$ cat config.mk
export PLATFORM = sky130hd
export DESIGN_NAME = counter_sequencer_flat
export DESIGN_NICKNAME = d
export VERILOG_FILES = /design/src/rtl/counter_pkg.sv /design/src/rtl/counter_sequencer_if.sv /design/src/rtl/counter_step.sv /design/src/rtl/counter_sequencer.sv /design/src/flat_wrapper.sv
export SDC_FILE = /design/constraint.sdc
export NUM_CORES = 1
export LEC_CHECK = 0
export ABC_AREA = 1
export CAP_MARGIN = 20
export CORE_ASPECT_RATIO = 0.7
export CORE_MARGIN = 4
export CORE_UTILIZATION = 51
export CTS_CLUSTER_SIZE = 30
export DETAILED_ROUTE_END_ITERATION = 8
export PLACE_DENSITY = 0.68
export SLEW_MARGIN = 40
export SYNTH_ARGS = -nofsm -noshare
export SYNTH_HDL_FRONTEND = slang
export SYNTH_SLANG_ARGS = --single-unit
$ cat constraint.sdc
create_clock -name clk -period 5.9 [get_ports clk]
set_input_delay 1.475 -clock clk [delete_from_list [all_inputs] [get_ports clk]]
set_output_delay 1.475 -clock clk [all_outputs]
set_load 0.03 [all_outputs]
$ cat src/rtl/counter_pkg.sv
// counter_pkg: shared types and constants for the counter sequencer.
//   state_e   - sequencer FSM states
//   mode_e    - counting modes (register value 3 decodes to WRAP)
//   dir_e     - bounce direction
//   ADDR_*    - config register addresses
//   *_RST     - reset defaults (LIMIT resets to all-ones of the datapath width)
package counter_pkg;

  typedef enum logic [1:0] {
    ST_IDLE  = 2'd0,
    ST_RUN   = 2'd1,
    ST_PAUSE = 2'd2,
    ST_DONE  = 2'd3
  } state_e;

  typedef enum logic [1:0] {
    MODE_WRAP    = 2'd0,
    MODE_ONESHOT = 2'd1,
    MODE_BOUNCE  = 2'd2
  } mode_e;

  typedef enum logic {
    DIR_UP   = 1'b0,
    DIR_DOWN = 1'b1
  } dir_e;

  localparam logic [1:0] ADDR_START = 2'd0;
  localparam logic [1:0] ADDR_LIMIT = 2'd1;
  localparam logic [1:0] ADDR_STEP  = 2'd2;
  localparam logic [1:0] ADDR_MODE  = 2'd3;

  localparam int unsigned START_RST = 0;
  localparam int unsigned STEP_RST  = 1;
  localparam mode_e       MODE_RST  = MODE_WRAP;
  localparam dir_e        DIR_RST   = DIR_UP;

  // Raw MODE field to mode; the spare encoding 3 behaves as WRAP.
  function automatic mode_e decode_mode(input logic [1:0] raw);
    case (raw)
      2'd1:    return MODE_ONESHOT;
      2'd2:    return MODE_BOUNCE;
      default: return MODE_WRAP;
    endcase
  endfunction

endpackage

$ cat src/rtl/counter_sequencer_if.sv
// counter_sequencer_if: register-write handshake into the counter sequencer.
//   cfg_valid - write request (master)
//   cfg_ready - write accepted when high together with cfg_valid (slave)
//   cfg_addr  - register select: START, LIMIT, STEP, MODE
//   cfg_data  - write data, WIDTH bits
// WIDTH must match the WIDTH of the counter_sequencer it is connected to.
interface counter_sequencer_if #(
  parameter int WIDTH = 8
) ();

  logic             cfg_valid;
  logic             cfg_ready;
  logic [1:0]       cfg_addr;
  logic [WIDTH-1:0] cfg_data;

  modport master (
    output cfg_valid,
    output cfg_addr,
    output cfg_data,
    input  cfg_ready
  );

  modport slave (
    input  cfg_valid,
    input  cfg_addr,
    input  cfg_data,
    output cfg_ready
  );

endinterface

$ cat src/rtl/counter_step.sv
// counter_step: purely combinational next-count computation for one RUN cycle.
//   count_i/step_i/start_i/limit_i - current count and configuration
//   mode_i, dir_i                  - counting mode and current bounce direction
//   next_o      - count after this step
//   wrap_hit_o  - WRAP mode reloaded START this step
//   limit_hit_o - ONESHOT mode reached LIMIT this step
//   dir_next_o  - bounce direction after this step
// Sums and differences carry one extra bit so results clamp to LIMIT/START
// instead of silently overflowing the WIDTH-bit count.
module counter_step
  import counter_pkg::*;
#(
  parameter int WIDTH = 8
) (
  input  logic [WIDTH-1:0] count_i,
  input  logic [WIDTH-1:0] step_i,
  input  logic [WIDTH-1:0] start_i,
  input  logic [WIDTH-1:0] limit_i,
  input  mode_e            mode_i,
  input  dir_e             dir_i,
  output logic [WIDTH-1:0] next_o,
  output logic             wrap_hit_o,
  output logic             limit_hit_o,
  output dir_e             dir_next_o
);

  logic [WIDTH-1:0] eff_step;
  logic [WIDTH:0]   up_sum;
  logic [WIDTH:0]   down_diff;
  logic [WIDTH-1:0] up_val;
  logic [WIDTH-1:0] down_val;

  // A zero step would stall the counter forever, so it counts as one.
  assign eff_step  = (step_i == '0) ? WIDTH'(1) : step_i;
  assign up_sum    = {1'b0, count_i} + {1'b0, eff_step};
  assign down_diff = {1'b0, count_i} - {1'b0, eff_step};

  // Borrow out of the extra bit means the subtraction went below zero.
  assign up_val   = (up_sum > {1'b0, limit_i}) ? limit_i : up_sum[WIDTH-1:0];
  assign down_val = (down_diff[WIDTH] || (down_diff[WIDTH-1:0] < start_i))
                    ? start_i : down_diff[WIDTH-1:0];

  // NOTE: every output gets a default before the case so no path leaves it
  // unassigned; otherwise synthesis infers a latch to hold the old value.
  always_comb begin
    next_o      = up_val;
    wrap_hit_o  = 1'b0;
    limit_hit_o = 1'b0;
    dir_next_o  = dir_i;
    case (mode_i)
      MODE_ONESHOT: begin
        limit_hit_o = (up_val == limit_i);
      end
      MODE_BOUNCE: begin
        // Turn around first, then step in the new direction.
        if (dir_i == DIR_UP && count_i == limit_i) begin
          dir_next_o = DIR_DOWN;
        end else if (dir_i == DIR_DOWN && count_i == start_i) begin
          dir_next_o = DIR_UP;
        end
        next_o = (dir_next_o == DIR_DOWN) ? down_val : up_val;
      end
      default: begin
        if (count_i == limit_i) begin
          next_o     = start_i;
          wrap_hit_o = 1'b1;
        end
      end
    endcase
  end

endmodule

$ cat src/rtl/counter_sequencer.sv
// counter_sequencer: programmable controller owning the count register.
//   clk, rst_n            - clock, asynchronous active-low reset
//   cfg                   - register-write handshake (slave side)
//   cmd_start/stop/abort  - run control; same-cycle priority abort > stop > start
//   count                 - current count (registered)
//   busy                  - state is RUN or PAUSE
//   wrap                  - one-cycle pulse when WRAP mode reloads START
//   done                  - one-cycle pulse on entry to DONE
//   err                   - sticky: start refused with START > LIMIT; cleared by
//                           the next accepted write
// Reset defaults (START 0, LIMIT all-ones, STEP 1, WRAP) give a free-running
// counter over the full range.
module counter_sequencer
  import counter_pkg::*;
#(
  parameter int WIDTH = 8
) (
  input  logic             clk,
  input  logic             rst_n,
  counter_sequencer_if.slave cfg,
  input  logic             cmd_start,
  input  logic             cmd_stop,
  input  logic             cmd_abort,
  output logic [WIDTH-1:0] count,
  output logic             busy,
  output logic             wrap,
  output logic             done,
  output logic             err
);

  state_e           state_q;
  logic [WIDTH-1:0] count_q;
  dir_e             dir_q;
  logic             busy_q;
  logic             wrap_q;
  logic             done_q;
  logic             err_q;

  logic [WIDTH-1:0] start_q;
  logic [WIDTH-1:0] limit_q;
  logic [WIDTH-1:0] step_q;
  mode_e            mode_q;

  logic [WIDTH-1:0] count_d;
  dir_e             dir_d;
  logic             wrap_hit;
  logic             limit_hit;

  logic             cfg_accept;
  logic             start_ok;
  logic             launch;

  // Writes are only taken while stopped so configuration never changes under
  // a running count; this is the sole output that is not registered.
  assign cfg.cfg_ready = (state_q == ST_IDLE) || (state_q == ST_DONE);
  assign cfg_accept    = cfg.cfg_valid && cfg.cfg_ready;
  assign start_ok      = (start_q <= limit_q);
  // stop outranks start, so a start accompanied by stop does nothing.
  assign launch        = cmd_start && !cmd_stop;

  counter_step #(
    .WIDTH(WIDTH)
  ) u_step (
    .count_i    (count_q),
    .step_i     (step_q),
    .start_i    (start_q),
    .limit_i    (limit_q),
    .mode_i     (mode_q),
    .dir_i      (dir_q),
    .next_o     (count_d),
    .wrap_hit_o (wrap_hit),
    .limit_hit_o(limit_hit),
    .dir_next_o (dir_d)
  );

  // Configuration registers.
  // NOTE: sequential state uses non-blocking assignments so every flop samples
  // pre-edge values regardless of statement order.
  always_ff @(posedge clk or negedge rst_n) begin
    if (!rst_n) begin
      start_q <= WIDTH'(START_RST);
      limit_q <= '1;
      step_q  <= WIDTH'(STEP_RST);
      mode_q  <= MODE_RST;
    end else if (cfg_accept) begin
      case (cfg.cfg_addr)
        ADDR_START: start_q <= cfg.cfg_data;
        ADDR_LIMIT: limit_q <= cfg.cfg_data;
        ADDR_STEP:  step_q  <= cfg.cfg_data;
        ADDR_MODE:  mode_q  <= decode_mode(cfg.cfg_data[1:0]);
        default:    ;
      endcase
    end
  end

  // Sequencer FSM with registered outputs; busy is written alongside each
  // state change so it already reflects the new state.
  always_ff @(posedge clk or negedge rst_n) begin
    if (!rst_n) begin
      state_q <= ST_IDLE;
      count_q <= '0;
      dir_q   <= DIR_RST;
      busy_q  <= 1'b0;
      wrap_q  <= 1'b0;
      done_q  <= 1'b0;
      err_q   <= 1'b0;
    end else begin
      wrap_q <= 1'b0;
      done_q <= 1'b0;
      // A refused start later in this block overrides the clear.
      if (cfg_accept) begin
        err_q <= 1'b0;
      end

      if (cmd_abort) begin
        state_q <= ST_IDLE;
        count_q <= '0;
        dir_q   <= DIR_UP;
        busy_q  <= 1'b0;
      end else begin
        case (state_q)
          ST_IDLE, ST_DONE: begin
            if (launch) begin
              if (start_ok) begin
                state_q <= ST_RUN;
                count_q <= start_q;
                dir_q   <= DIR_UP;
                busy_q  <= 1'b1;
              end else begin
                err_q <= 1'b1;
              end
            end
          end
          ST_RUN: begin
            if (cmd_stop) begin
              state_q <= ST_PAUSE;
            end else begin
              count_q <= count_d;
              dir_q   <= dir_d;
              wrap_q  <= wrap_hit;
              if (limit_hit) begin
                state_q <= ST_DONE;
                done_q  <= 1'b1;
                busy_q  <= 1'b0;
              end
            end
          end
          ST_PAUSE: begin
            // Resume from the held count; the next step lands one cycle later.
            if (launch) begin
              state_q <= ST_RUN;
            end
          end
          default: begin
            state_q <= ST_IDLE;
            busy_q  <= 1'b0;
          end
        endcase
      end
    end
  end

  assign count = count_q;
  assign busy  = busy_q;
  assign wrap  = wrap_q;
  assign done  = done_q;
  assign err   = err_q;

endmodule

$ cat src/flat_wrapper.sv
// flat-port wrapper written by rule: the top's interface ports become plain ports
module counter_sequencer_flat import counter_pkg::*;
#(
  parameter int WIDTH = 8
)
  (clk, rst_n, cmd_start, cmd_stop, cmd_abort, count, busy, wrap, done, err, cfg_cfg_valid, cfg_cfg_addr, cfg_cfg_data, cfg_cfg_ready);
  counter_sequencer_if #(.WIDTH(WIDTH)) cfg_i ();
  input  logic clk;
  input  logic rst_n;
  input  logic cmd_start;
  input  logic cmd_stop;
  input  logic cmd_abort;
  output logic [WIDTH-1:0] count;
  output logic busy;
  output logic wrap;
  output logic done;
  output logic err;
  input wire logic [$bits(cfg_i.cfg_valid)-1:0] cfg_cfg_valid;
  input wire logic [$bits(cfg_i.cfg_addr)-1:0] cfg_cfg_addr;
  input wire logic [$bits(cfg_i.cfg_data)-1:0] cfg_cfg_data;
  output wire logic [$bits(cfg_i.cfg_ready)-1:0] cfg_cfg_ready;
  assign cfg_i.cfg_valid = cfg_cfg_valid;
  assign cfg_i.cfg_addr = cfg_cfg_addr;
  assign cfg_i.cfg_data = cfg_cfg_data;
  assign cfg_cfg_ready = cfg_i.cfg_ready;
  counter_sequencer #(.WIDTH(WIDTH)) u_core (.clk(clk), .rst_n(rst_n), .cfg(cfg_i), .cmd_start(cmd_start), .cmd_stop(cmd_stop), .cmd_abort(cmd_abort), .count(count), .busy(busy), .wrap(wrap), .done(done), .err(err));
endmodule
Yosys cells after proc, flatten, opt, wreduce, memory -nomap -nowiden

Index checks and enable logic that the tools add are counted.

Bits in registers: 41
Latch bits: 0
Bits in writable memories: 0
Bits in read-only memories: 0
Input bits: 16
Memories kept: 0

$add $sub $neg: 2
Multipliers: 0
Divide/modulo/power cells: 0
Magnitude comparators: 3
Equality and inequality tests: 20
Shift-type cells: 0
Multiplexer cells: 49
Bitwise logic cells: 1
Reductions and logical operators: 21

Operators by type and width:

| operator             | count |
|---|---|
| $mux W8              | 9 |
| $pmux W8 S2          | 2 |
| $mux W1              | 28 |
| $eq A8 B8 Y1         | 3 |
| $eq A2 B2 Y1 const B | 6 |
| $mux W2              | 6 |
| $ne A3 B2 Y1 const B | 4 |
| $reduce_and A5 Y1    | 2 |
| $add A8 B8 Y9        | 1 |
| $gt A9 B8 Y1         | 1 |
| $sub A8 B8 Y9        | 1 |
| $eq A2 B1 Y1 const B | 4 |
| $le A8 B8 Y1         | 1 |
| $logic_not A8 Y1     | 1 |
| $lt A8 B8 Y1         | 1 |
| $reduce_and A2 Y1    | 4 |
| $reduce_and A4 Y1    | 2 |
| $ne A3 B3 Y1 const B | 2 |
| $pmux W2 S3          | 1 |
| $logic_and A1 B1 Y1  | 4 |
| $logic_not A2 Y1     | 2 |
| $ne A4 B3 Y1 const B | 1 |
| $pmux W1 S2          | 2 |
| $pmux W2 S2          | 1 |
| other kinds (5)      | 7 |

Longest topological paths before layout

Gate-level depths: netlist of the first run.

Depth after elaboration: 11
Gate-level depth with buffers: 30

Modules after synthesis

Synthesis of the first run repeated with hierarchy kept, for this count alone.

Cell total of the unflattened synthesis: 594
Area, all modules: 4192.8 um2

By module, submodules not included:

| module            | instances | cells each | area each (um2) | sequential area each (um2) |
|---|---|---|---|---|
| counter_step      | 1         | 360        | 2129.5          | 0.0 |
| counter_sequencer | 1         | 234        | 2063.2          | 1037.2 |

Worst setup path before layout of the first run

No wires, ideal clock.

Path type: register -> register
Start: register u_core.step_q[6]
End: register u_core.state_q[1]
Library setup time: 117 ps
Data arrival time: 3236 ps
Path slack: 2547 ps
Cell stages (with the launch flop): 27
Clock period less this slack: 3353 ps
Cells stage by stage: dfrtp_1 > inv_1 > a41o_1 > ha_1 > fa_1 > nand2_1 > nand2_2 > xor2_2 > ha_1 > nand2_1 > nor2_1 > nand2_1 > nand3_1 > nand2_1 > nand2_1 > nand2_2 > buf_2 > nand4_1 > nand2_1 > nor2_1 > nand2_1 > nor2_1 > nand2_2 > nand2_2 > nand2_2 > nand2_1 > nand2_1

Word-level cells in the longest chain between the ends: 9

RTL lines:

| element                         | RTL line                 | text |
|---|---|---|
| start: declaration              | counter_sequencer.sv:41  | `logic [WIDTH-1:0] step_q;` |
| start signal: assignment        | counter_sequencer.sv:83  | `step_q <= WIDTH'(STEP_RST);` |
| start signal: assignment        | counter_sequencer.sv:89  | `ADDR_STEP: step_q <= cfg.cfg_data;` |
| $logic_not A8 Y1                | counter_step.sv:34       | `assign eff_step = (step_i == '0) ? WIDTH'(1) : step_i;` |
| $mux W8 (*)                     | counter_step.sv:34       |  |
| $add A8 B8 Y9 (*)               | counter_step.sv:35       | `assign up_sum = {1'b0, count_i} + {1'b0, eff_step};` |
| $gt A9 B8 Y1                    | counter_step.sv:39       | `assign up_val = (up_sum > {1'b0, limit_i}) ? limit_i : up_sum[WIDTH-1:0];` |
| $mux W8 (*)                     | counter_step.sv:39       |  |
| $eq A8 B8 Y1 (*)                | counter_step.sv:52       | `limit_hit_o = (up_val == limit_i);` |
| $mux W1 (*)                     | counter_step.sv:50       | `case (mode_i)` |
| $ne A4 B3 Y1 (no line) (*)      | -                        |  |
| $reduce_and A4 Y1 (no line) (*) | -                        |  |
| end signal: assignment          | counter_sequencer.sv:100 | `state_q <= ST_IDLE;` |
| end signal: assignment          | counter_sequencer.sv:116 | `state_q <= ST_IDLE;` |
| end signal: assignment          | counter_sequencer.sv:125 | `state_q <= ST_RUN;` |
| end: declaration                | counter_sequencer.sv:31  | `state_e state_q;` |

Every way passes the cells marked *; elsewhere a longest branch is shown, timed or not.
A chain may end at the register's enable or synchronous reset.

Worst setup path after layout of the first run

Start: register u_core.step_q[1]
End: register u_core.count_q[5] (netlist: u_core.count[5])

Word-level cells in the longest chain between the ends: 11
Elaborated cells between the ends (all ways): 15

RTL lines:

| element                | RTL line                 | text |
|---|---|---|
| $logic_not A8 Y1       | counter_step.sv:34       |  |
| $mux W8 (*)            | counter_step.sv:34       |  |
| $sub A8 B8 Y9          | counter_step.sv:36       | `assign down_diff = {1'b0, count_i} - {1'b0, eff_step};` |
| $lt A8 B8 Y1           | counter_step.sv:40       | `assign down_val = (down_diff[WIDTH] \|\| (down_diff[WIDTH-1:0] < start_i))` |
| $logic_or A1 B1 Y1     | counter_step.sv:40       |  |
| $mux W8                | counter_step.sv:41       | `? start_i : down_diff[WIDTH-1:0];` |
| $mux W8                | counter_step.sv:61       | `next_o = (dir_next_o == DIR_DOWN) ? down_val : up_val;` |
| $pmux W8 S2 (*)        | counter_step.sv:50       |  |
| $mux W8 (*)            | counter_sequencer.sv:135 | `if (cmd_stop) begin` |
| $pmux W8 S2 (*)        | counter_sequencer.sv:121 | `case (state_q)` |
| $mux W8 (*)            | counter_sequencer.sv:115 | `if (cmd_abort) begin` |
| end signal: assignment | counter_sequencer.sv:126 | `count_q <= start_q;` |
| end signal: assignment | counter_sequencer.sv:138 | `count_q <= count_d;` |
| end: declaration       | counter_sequencer.sv:32  | `logic [WIDTH-1:0] count_q;` |

Every way passes the cells marked *; elsewhere a longest branch is shown, timed or not. The select of a mux whose other input is x is not followed.

==> results by group, run 1 <==
Synth
  – Syn Nets: a little under 700
  – Syn. warnings: 0
  – Synth area leaders: dfrtp_1 19%, nand2_1 14%, ha_1 13%
  – Share of the synthesized area in the top cell type: about a fifth
  – Synth Flop Type: dfrtp_1
  – Asr flop ratio synth: 100%
  – Mapped Avg Cell Area: about 6.8 sq um
  – Synthesized flop and latch total: just over 40
  – Post-Syn Instances: around 620
  – Area leader, netlist: dfrtp_1
  – Most frequent cell after synthesis: nand2_1
  – Leading cell types by count after synthesis: 160 x nand2_1, 92 x inv_1, 43 x ha_1, 43 x o21ai_0, 36 x nand3_1
  – Cell variety after synth: 47
  – Post-synthesis sequential area ratio: 24.5%
  – Post-synth EDFFs: 0
  – Synth Cell Area: approximately 4200 sq um

Floorplan
  – Die height: roughly 84 microns
  – Horiz. Die Dim: approximately 120 microns
  – Rows: 27
  – Core box area: 7970 sq um
  – Initial core utilization: a little over half
  – Ports: 29
  – Die area: between 9000 and 10000 sq um

Worst setup path
  – Crit path max-delay family: simple AND/OR/NAND/NOR gates
  – Worst r2r dst: u_core.count[5]$_DFFE_PN0P_
  – FF-to-FF Start: u_core.step_q[1]$_DFFE_PN0P_
  – CP Buf/Inv Count: 2
  – Crit-path slowest cell: dfrtp_1
  – Critical Path Most Common Cell: nand2_1
  – Worst reg-to-reg path cell count: 24
  – Flop-to-flop setup slack: approximately 1.9 ns
  – Crit Path Max Fanout: 15
  – Critical path cell sequence: nor4_1 -> a41o_1 -> ha_1 -> fa_1 -> nand2_1 -> nand2_2 -> nand2_1 -> nand3_1 -> nand2_1 -> ha_1 -> a21o_1 -> a21oi_1 -> nand2_1 -> nand2_2 -> nand2_4 -> inv_2 -> nand2_1 -> o21ai_1 -> nand2_1 -> nand2_1 -> inv_1 -> nand2_1 -> nand2_1 -> a21boi_1
  – Worst setup path class: reg -> reg
  – Crit path required time: 6.12 ns
  – Worst path max stage delay: around 0.45 ns
  – WP data arrival: 4.26 ns
  – Startpoint Class: flip-flop
  – Crit end category: flip-flop

Cells and area
  – Ratio of cells with drive above 1 in the final layout: between 10% and 20%
  – Synthesis-to-finish area growth: 10.4%
  – Ant. Diodes: 0
  – Nets@finish: 695

Clocking
  – CTS tree: built
  – CTS H-tree depth: 2
  – CTS Hold Bufs: 0
  – Clk Latency, worst-skew pair: 0.29 ns
  – Cells resized by post-CTS repair: 0
  – Clock transition at the registers of the reported paths: about 0.07 ns
  – Clk buf depth: 2
  – Root Buffer: clkbuf_16
  – Clock sink count: 41
  – Num CTS Buffers: 5
  – Setup Buffers After CTS: 0

Placed design
  – Hpwl dp: slightly above 10000 microns
  – Setup WS pre-CTS: around 2 ns
  – I/O Buffers: 28
  – RD Place Congestion: between 1 and 1.5

Global route
  – Initial antenna violation count: 0
  – Vias in the first global route: between 3000 and 4000
  – Largest net degree at the start of global routing: between 40 and 50
  – Tot GR Track Use: 27.3%
  – First-pass GRT wire length: approximately 21000 microns
  – Grt ovf: 0

Drt
  – Routed vias: 4249
  – Drt total wl: around 13000 microns
  – DR vias/cell: 5.77
  – Routed WL per cell: about 18 microns
  – DRT Pass-1 Iters: 6
  – DRC viols: 0
  – DR iter-0 viols: 510
  – Detail Route Antenna Nets: 0

Hold path
  – HP Start: u_core.busy$_DFFE_PN0P_
  – Type of the most critical hold path: reg -> reg
  – Hold path cells: 2
  – Hold path endpoint: u_core.busy$_DFFE_PN0P_

Timing
  – Clock Skew: around 0.0044 ns
  – Hold Slack: between 0.4 and 0.5 ns
  – Pins Over Slew Limit: 0
  – Worst slew margin: around half
  – Final setup margin: between 1.5 and 2 ns
  – Setup violators final: 0
  – Setup TNS: 0 ns
  – Slew @ Worst Pin: ~0.76 ns
  – Fmax: roughly 0.25 GHz
  – Final period utilization: about two thirds
  – Period minus WS final: between 4 and 5 ns
  – Final hold violations: 0
  – Unrepaired setup endpoints after global routing: false

Flow run
  – # Max-Cap Violations: 0

Status
  – Status: finished clean
## flip-flops by register name, summed over array words and instances, names as in the netlist
signal	count
u_core.count	8
u_core.limit_q	8
u_core.start_q	8
u_core.step_q	8
u_core.mode_q	2
u_core.state_q	2
u_core.busy	1
u_core.dir_q	1
u_core.done	1
u_core.err	1
u_core.wrap	1
## worst max-delay path by stage
| stage | start | to | slack, ns | depth (start not counted) |
|---|---|---|---|---|
| finish | u_core.step_q[1]$_DFFE_PN0P_ | u_core.count[5]$_DFFE_PN0P_ | 1.86 | 24 |
| global route | u_core.step_q[1]$_DFFE_PN0P_ | u_core.state_q[1]$_DFFE_PN0P_ | 1.45 | 25 |
| CTS | u_core.step_q[1]$_DFFE_PN0P_ | u_core.state_q[1]$_DFFE_PN0P_ | 1.94 | 25 |
| detailed placement | u_core.step_q[1]$_DFFE_PN0P_ | u_core.state_q[1]$_DFFE_PN0P_ | 2.00 | 25 |
| global placement | cmd_abort | u_core.count[2]$_DFFE_PN0P_ | 2.07 | 8 |
| floorplan | u_core.step_q[6]$_DFFE_PN0P_ | u_core.state_q[1]$_DFFE_PN0P_ | 2.55 | 26 |
## metrics by stage
step	std cells	util [%]	area, sq um
2_1_floorplan	619	-	4240
3_3_place_gp	728	56.8	4530
3_5_place_dp	728	56.8	4530
4_1_cts	736	58.7	4680
5_1_grt	736	58.7	4680
6_report	736	58.7	4680
## routing by layer
layer  vias up  track usage [%]  share of wire [%]
met5         -                0                  0
met4         0             6.88                1.7
met3        33             6.63                 11
met2       224             37.4                 40
met1      1960             42.3                 47
li1       2032                -                  -
## cells by family after synthesis
group                      share of synthesized area (%)
adders and majority gates                           13.6
AOI/OAI and AO/OA                                   16.7
and+or+nand+nor                                     29.7
DFF                                                 24.5
xor gates and xnor gates                            3.66
buffers and inverters                               11.8
## placed cells by master, fill, tap and decap left out, types with 24 or more instances in the layout
cell and instances:
dfrtp_1 32, ha_1 43, a21oi_1 29, nand3_1 36, nand2_1 160, nor2_1 29, clkdlybuf4s50_1 27, o21ai_0 43
inv_1 92, nand4_1 24
## cell type report
class,count,area (sq um)
Multi-Input combinational cell,455,2700
Inverter,103,389
Sequential cell,41,1040
Tap cell,101,126
Clock inverter,3,25.0
Timing Repair Buffer,28,278
Clock buffer,5,125
Fill cell,780,3290
## worst reg2reg max path: stages, from the launching register on
cell      delay (ns)
dfrtp_1         0.45
nor4_1          0.31
a41o_1          0.24
ha_1            0.23
fa_1            0.28
nand2_1         0.09
nand2_2         0.13
nand2_1         0.09
nand3_1         0.08
nand2_1         0.11
ha_1            0.34
a21o_1          0.17
a21oi_1         0.13
nand2_1         0.08
nand2_2         0.24
nand2_4         0.21
inv_2           0.17
nand2_1         0.08
o21ai_1         0.10
nand2_1         0.07
nand2_1         0.07
inv_1           0.05
nand2_1         0.06
nand2_1         0.07
a21boi_1        0.13
Power of run 1 is not shown: default switching activity piles up to over one toggle a cycle in this logic, so the estimate is an artifact.
==> run 2: changes to the inputs <==
- clock period: 5.9 -> 4.1 ns (I/O delays scaled with it)
==> run 2 against run 1 <==
  * Clock-buffer cell count unchanged
  * Sequential share of layout area fell by 0.41 points
  * Largest cell class unchanged
  * Register-to-register slack got worse by 1.7 ns
  * Clock skew decreased by 0.0013 ns
  * Via count about the same
  * Die area unchanged
  * Global-route usage rose by 0.32 points
  * Flip-flop and latch count stayed put
==> results by group, run 2 (synthesis results as in run 1) <==
Cells and area
  – Nets@finish: 704 (was 695)
  – Commonest non-fill, non-tap cell in the layout: nand2_1 (unchanged)
  – Synthesis-to-finish area growth: 12.5% (was 10.4%)
  – Most frequent cells in the layout: 159 x nand2_1, 92 x inv_1, 43 x o21ai_0, 43 x ha_1, 36 x nand3_1 (was 160 x nand2_1, 92 x inv_1, 43 x o21ai_0, 43 x ha_1, 36 x nand3_1)
  – Footprint of the multi-input gates: 2720 sq um (was 2700 sq um)
  – Ant. Diodes: 0 (unchanged)
  – Ratio of cells with drive above 1 in the final layout: 12.1% (was 10.6%)
  – Fin util: 59.8% (was 58.7%)
  – Seq. cell area: 1040 sq um (unchanged)
  – Fillcell total: 742 (was 780)

Clocking
  – Setup Buffers After CTS: 0 (unchanged)
  – CTS Hold Bufs: 0 (unchanged)
  – CTS H-tree depth: 2 (unchanged)
  – Clk buf depth: 2 (unchanged)
  – Num CTS Buffers: 5 (unchanged)
  – Clock transition at the registers of the reported paths: 0.06 ns (was 0.07 ns)
  – CTS tree: built (unchanged)
  – Root Buffer: clkbuf_16 (unchanged)
  – Clk Latency, worst-skew pair: 0.29 ns (about the same)
  – Clock sink count: 41 (unchanged)
  – Cells resized by post-CTS repair: 0 (unchanged)

Timing
  – Final period utilization: 95.4% (was 68.5%)
  – Unrepaired setup endpoints after global routing: true (was false)
  – Fmax: 0.256 GHz (was 0.247 GHz)
  – Worst slew margin: 64.1% (was 49.5%)
  – Final hold violations: 0 (unchanged)
  – Final setup margin: 0.190 ns (was 1.86 ns)
  – Pins Over Slew Limit: 0 (unchanged)
  – Setup TNS: 0 ns (unchanged)
  – Setup violators final: 0 (unchanged)
  – Clock Skew: 0.00310 ns (was 0.00435 ns)
  – Period minus WS final: 3.91 ns (was 4.04 ns)
  – Slew @ Worst Pin: 0.537 ns (was 0.755 ns)

Worst setup path
  – Worst r2r dst: u_core.count[4]$_DFFE_PN0P_ (was u_core.count[5]$_DFFE_PN0P_)
  – Crit Path Max Fanout: 15 (unchanged)
  – Startpoint Class: flip-flop (unchanged)
  – Crit end category: flip-flop (unchanged)
  – Critical Path Most Common Cell: nand2_1 (unchanged)
  – FF-to-FF Start: u_core.step_q[1]$_DFFE_PN0P_ (unchanged)
  – Worst setup path class: reg -> reg (unchanged)
  – Crit-path slowest cell: dfrtp_1 (unchanged)
  – Worst reg-to-reg path cell count: 21 (was 24)
  – Critical path cell sequence: nor4_1 -> a41o_1 -> ha_1 -> fa_2 -> nand2_1 -> nand2_2 -> nand2_1 -> nand3_1 -> nand2_1 -> ha_1 -> a21o_1 -> a21oi_1 -> nand2_1 -> nand2_4 -> nand2_8 -> o21ai_2 -> nand2_1 -> nand3_1 -> nand2_1 -> nand2_1 -> a21boi_1 (was nor4_1 -> a41o_1 -> ha_1 -> fa_1 -> nand2_1 -> nand2_2 -> nand2_1 -> nand3_1 -> nand2_1 -> ha_1 -> a21o_1 -> a21oi_1 -> nand2_1 -> nand2_2 -> nand2_4 -> inv_2 -> nand2_1 -> o21ai_1 -> nand2_1 -> nand2_1 -> inv_1 -> nand2_1 -> nand2_1 -> a21boi_1)
  – Crit path required time: 4.28 ns (was 6.12 ns)
  – Crit path max-delay family: simple AND/OR/NAND/NOR gates (unchanged)
  – WP data arrival: 4.09 ns (was 4.26 ns)
  – Flop-to-flop setup slack: 0.19 ns (was 1.86 ns)
  – Worst path max stage delay: 0.45 ns (about the same)
  – CP Buf/Inv Count: 0 (was 2)

Placed design
  – I/O Buffers: 28 (unchanged)
  – Setup WS pre-CTS: 0.170 ns (was 2.00 ns)
  – Hpwl dp: 10700 microns (was 10300 microns)
  – RD Place Congestion: 1.07 (was 1.08)

Hold path
  – Type of the most critical hold path: reg -> reg (unchanged)
  – HP Start: u_core.busy$_DFFE_PN0P_ (unchanged)
  – Hold path endpoint: u_core.busy$_DFFE_PN0P_ (unchanged)
  – Hold path cells: 2 (unchanged)

Drt
  – DR iter-0 viols: 569 (was 510)
  – Highest routed layer: met4 (unchanged)
  – DR WL met3: 1400 microns (was 1390 microns)
  – Met2 WL: 5440 microns (was 5320 microns)
  – DRC viols: 0 (unchanged)
  – DRT Pass-1 Iters: 6 (unchanged)
  – Drt total wl: 13200 microns (was 13100 microns)
  – Routed vias: 4252 (was 4249)
  – Metal-1 WL: 6220 microns (was 6210 microns)
  – Detail Route Antenna Nets: 0 (unchanged)
  – DR vias/cell: 5.71 (was 5.77)
  – Routed WL per cell: 17.8 microns (was 17.9 microns)

Global route
  – First-pass GRT wire length: 20900 microns (was 20800 microns)
  – Vias in the first global route: 3853 (was 3835)
  – Largest net degree at the start of global routing: 42 (unchanged)
  – Tot GR Track Use: 27.6% (was 27.3%)
  – Initial antenna violation count: 0 (unchanged)
  – Grt ovf: 0 (unchanged)

Status
  – Status: finished clean (unchanged)

Floorplan
  – Horiz. Die Dim: 117 microns (unchanged)
  – Die height: 84.3 microns (unchanged)
  – Rows: 27 (unchanged)
  – Initial core utilization: 53.1% (unchanged)
  – Core box area: 7970 sq um (unchanged)
  – Ports: 29 (unchanged)
  – Die area: 9850 sq um (unchanged)

Flow run
  – # Max-Cap Violations: 0 (unchanged)
-- run 2: cell count changes in the layout (fill, tap and decap cells not counted), sizes merged --
cell    delta
clkinv     -1
buf        +9
inv        +1
-- run 2: final cells by class --
cell class / count / area share, %
multi-input combinational: 455 / 57.0
sequential: 41 / 21.8
inverter: 103 / 8.22
timing repair buffer: 37 / 7.24
tap: 101 / 2.65
clock buffer: 5 / 2.62
clock inverter: 3 / 0.525
-- run 2: worst max path at each step --
| stage | cells past startpoint | start | slack (ns) | end |
|---|---|---|---|---|
| 6_report | 21 | u_core.step_q[1]$_DFFE_PN0P_ | 0.19 | u_core.count[4]$_DFFE_PN0P_ |
| 5_1_grt | 24 | u_core.step_q[1]$_DFFE_PN0P_ | -0.03 | u_core.count[5]$_DFFE_PN0P_ |
| 4_1_cts | 24 | u_core.step_q[1]$_DFFE_PN0P_ | 0.13 | u_core.count[7]$_DFFE_PN0P_ |
| 3_5_place_dp | 24 | u_core.step_q[1]$_DFFE_PN0P_ | 0.17 | u_core.count[7]$_DFFE_PN0P_ |
| 3_3_place_gp | 24 | u_core.step_q[1]$_DFFE_PN0P_ | 0.32 | u_core.count[7]$_DFFE_PN0P_ |
| 2_1_floorplan | 26 | u_core.step_q[6]$_DFFE_PN0P_ | 0.75 | u_core.state_q[1]$_DFFE_PN0P_ |
-- run 2: through the flow --
stage | cell area (sq um) | hold WS (ns) | std cells
floorplan | 4240 | 0.466 | 619
global placement | 4590 | 0.464 | 737
detailed placement | 4600 | 0.466 | 737
CTS | 4750 | 0.489 | 745
global route | 4770 | 0.504 | 745
finish | 4770 | 0.492 | 745
-- run 2: worst reg2reg max path, delay by kind of cell (launching register included) --
| kind | cells | cell delay, ns |
|---|---|---|
| AND/OR/NAND/NOR | 13 | 1.63 |
| AO/OA/AOI/OAI | 5 | 0.88 |
| adder cells (fa/ha/maj) | 3 | 0.83 |
| flip-flops | 1 | 0.45 |
-- run 2: metal layers --
metal | track usage (%) | vias to the layer above
li1 | - | 2071
met1 | 43.4 | 1959
met2 | 37.9 | 203
met3 | 6.48 | 19
met4 | 5.83 | 0
met5 | 0 | -
Power of run 2 is left out for the same reason.
==> run 3: changes to the inputs <==
==> constraint.sdc (replaced) <==
create_clock -name clk -period 4.1 [get_ports clk]
set_input_delay 0.615 -clock clk [delete_from_list [all_inputs] [get_ports clk]]
set_output_delay 0.615 -clock clk [all_outputs]
set_load 0.03 [all_outputs]
==> run 3 against run 2 <==
  * Critical path depth unchanged
  * Worst hold slack lost 0.21 ns
  * Via count up 0.24%
  * Setup slack improved by 0.16 ns
  * Fmax grew 4.3%
  * Flip-flop and latch count unchanged
  * Clock-buffer cell count unchanged
  * Sequential share of layout area shrank 0.053 points
  * Largest cell class unchanged
==> results by group, run 3 (synthesis results as in run 1) <==
Status
  – Status: finished clean (unchanged)

Cells and area
  – Layout Cells excl Fill: 745 (unchanged)
  – Commonest non-fill, non-tap cell in the layout: nand2_1 (unchanged)
  – Ant. Diodes: 0 (unchanged)
  – Most frequent cells in the layout: 159 x nand2_1, 92 x inv_1, 43 x o21ai_0 (was 159 x nand2_1, 92 x inv_1, 43 x o21ai_0, 43 x ha_1, 36 x nand3_1)
  – Ratio of cells with drive above 1 in the final layout: 12.6% (was 12.1%)
  – Fillcell total: 753 (was 742)
  – Synthesis-to-finish area growth: 12.9% (was 12.5%)
  – Nets@finish: 704 (unchanged)

Global route
  – Grt ovf: 0 (unchanged)
  – Tot GR Track Use: 27.7% (was 27.6%)
  – Largest net degree at the start of global routing: 42 (unchanged)
  – Vias in the first global route: 3886 (was 3853)
  – First-pass GRT wire length: 21000 microns (was 20900 microns)
  – Initial antenna violation count: 0 (unchanged)

Clocking
  – Root Buffer: clkbuf_16 (unchanged)
  – Clk buf depth: 2 (unchanged)
  – Clock transition at the registers of the reported paths: 0.07 ns (was 0.06 ns)
  – Clk Latency, worst-skew pair: 0.29 ns (about the same)
  – CTS tree: built (unchanged)
  – Num CTS Buffers: 5 (unchanged)
  – CTS Hold Bufs: 0 (unchanged)
  – CTS H-tree depth: 2 (unchanged)
  – Clock sink count: 41 (unchanged)
  – Setup Buffers After CTS: 0 (unchanged)

Drt
  – DR iter-0 viols: 619 (was 569)
  – Detail Route Antenna Nets: 0 (unchanged)
  – Drt total wl: 13200 microns (about the same)
  – DRT Pass-1 Iters: 5 (was 6)
  – Routed WL per cell: 17.8 microns (about the same)
  – DRC viols: 0 (unchanged)
  – DR vias/cell: 5.72 (was 5.71)
  – Routed vias: 4262 (was 4252)

Placed design
  – Placed cell count: 736 (was 737)
  – RD Place Congestion: 1.08 (was 1.07)
  – Hpwl dp: 10700 microns (about the same)
  – I/O Buffers: 28 (unchanged)
  – Setup WS pre-CTS: 0.186 ns (was 0.170 ns)

Worst setup path
  – Crit-path slowest cell: dfrtp_2 (was dfrtp_1)
  – Crit path required time: 4.27 ns (was 4.28 ns)
  – WP data arrival: 3.92 ns (was 4.09 ns)
  – Crit end category: flip-flop (unchanged)
  – CP Buf/Inv Count: 0 (unchanged)
  – Critical Path Most Common Cell: nand2_1 (unchanged)
  – Startpoint Class: flip-flop (unchanged)
  – Critical path cell sequence: nor4_2 -> a41o_1 -> ha_2 -> fa_2 -> nand2_1 -> nand2_2 -> nand2_1 -> nand3_1 -> nand2_1 -> ha_1 -> a21o_1 -> a21oi_1 -> nand2_1 -> nand2_4 -> nand2_8 -> o21ai_2 -> nand2_1 -> nand3_1 -> nand2_1 -> nand2_1 -> a21boi_1 (was nor4_1 -> a41o_1 -> ha_1 -> fa_2 -> nand2_1 -> nand2_2 -> nand2_1 -> nand3_1 -> nand2_1 -> ha_1 -> a21o_1 -> a21oi_1 -> nand2_1 -> nand2_4 -> nand2_8 -> o21ai_2 -> nand2_1 -> nand3_1 -> nand2_1 -> nand2_1 -> a21boi_1)
  – Worst setup path class: reg -> reg (unchanged)
  – Crit path max-delay family: simple AND/OR/NAND/NOR gates (unchanged)
  – Worst path max stage delay: 0.46 ns (was 0.45 ns)
  – Crit Path Max Fanout: 14 (was 15)

Timing
  – Fmax: 0.267 GHz (was 0.256 GHz)
  – Setup TNS: 0 ns (unchanged)
  – Final period utilization: 91.5% (was 95.4%)
  – Clock Skew: 0.00433 ns (was 0.00310 ns)
  – Final setup margin: 0.350 ns (was 0.190 ns)
  – Hold Slack: 0.287 ns (was 0.492 ns)
  – Final hold violations: 0 (unchanged)
  – Setup violators final: 0 (unchanged)
  – Period minus WS final: 3.75 ns (was 3.91 ns)
  – Pins Over Slew Limit: 0 (unchanged)
  – Unrepaired setup endpoints after global routing: false (was true)
  – Slew @ Worst Pin: 0.732 ns (was 0.537 ns)
  – Worst slew margin: 51.0% (was 64.1%)

Hold path
  – Type of the most critical hold path: in -> async (was reg -> reg)

Flow run
  – # Max-Cap Violations: 0 (unchanged)

Floorplan
  – Rows: 27 (unchanged)
  – Die area: 9850 sq um (unchanged)
  – Horiz. Die Dim: 117 microns (unchanged)
  – Initial core utilization: 53.1% (unchanged)
  – Ports: 29 (unchanged)
  – Die height: 84.3 microns (unchanged)
  – Core box area: 7970 sq um (unchanged)
-- run 3: repair_timing --
| action | CTS | global route |
|---|---|---|
| setup endpoints to repair | 0 | 12 |
| endpoints found under the hold margin | 0 | 0 |
| resized for setup | 0 | 9 |
-- run 3: metal layers --
| metal | track usage [%] | part of all wire [%] |
|---|---|---|
| met5 | 0 | 0 |
| met4 | 4.69 | 2.0 |
| met3 | 4.83 | 11 |
| met2 | 38.0 | 40 |
| met1 | 45.0 | 47 |
-- run 3: cell type report --
| type | count | area, sq um | area share [%] |
|---|---|---|---|
| Clock inverter | 3 | 28.8 | 0.601 |
| Multi-Input combinational cell | 456 | 2740 | 57.2 |
| Timing Repair Buffer | 36 | 338 | 7.06 |
| Sequential cell | 41 | 1040 | 21.7 |
| Clock buffer | 5 | 125 | 2.62 |
| Inverter | 103 | 392 | 8.19 |
| Tap cell | 101 | 126 | 2.64 |
-- run 3: path summary, 6_finish.rpt --
path / startpoint / endpoint / slack (ns) / cells after the start
min reg2reg: u_core.busy$_DFFE_PN0P_ / u_core.busy$_DFFE_PN0P_ / 0.49 / 2
min: rst_n / u_core.dir_q$_DFFE_PN0P_ / 0.29 / 1
max in group asynchronous: rst_n / u_core.step_q[1]$_DFFE_PN0P_ / 3.39 / 1
max: u_core.step_q[1]$_DFFE_PN0P_ / u_core.count[4]$_DFFE_PN0P_ / 0.35 / 21
min in group clk: u_core.busy$_DFFE_PN0P_ / u_core.busy$_DFFE_PN0P_ / 0.49 / 2
max reg2reg: u_core.step_q[1]$_DFFE_PN0P_ / u_core.count[4]$_DFFE_PN0P_ / 0.35 / 21
-- run 3: stage by stage --
stage,utilization [%],cell area (sq um)
floorplan,-,4240
global placement,57.5,4590
detailed placement,57.5,4590
CTS,59.5,4740
global route,60.0,4780
finish,60.0,4780
Power of run 3 is left out for the same reason.
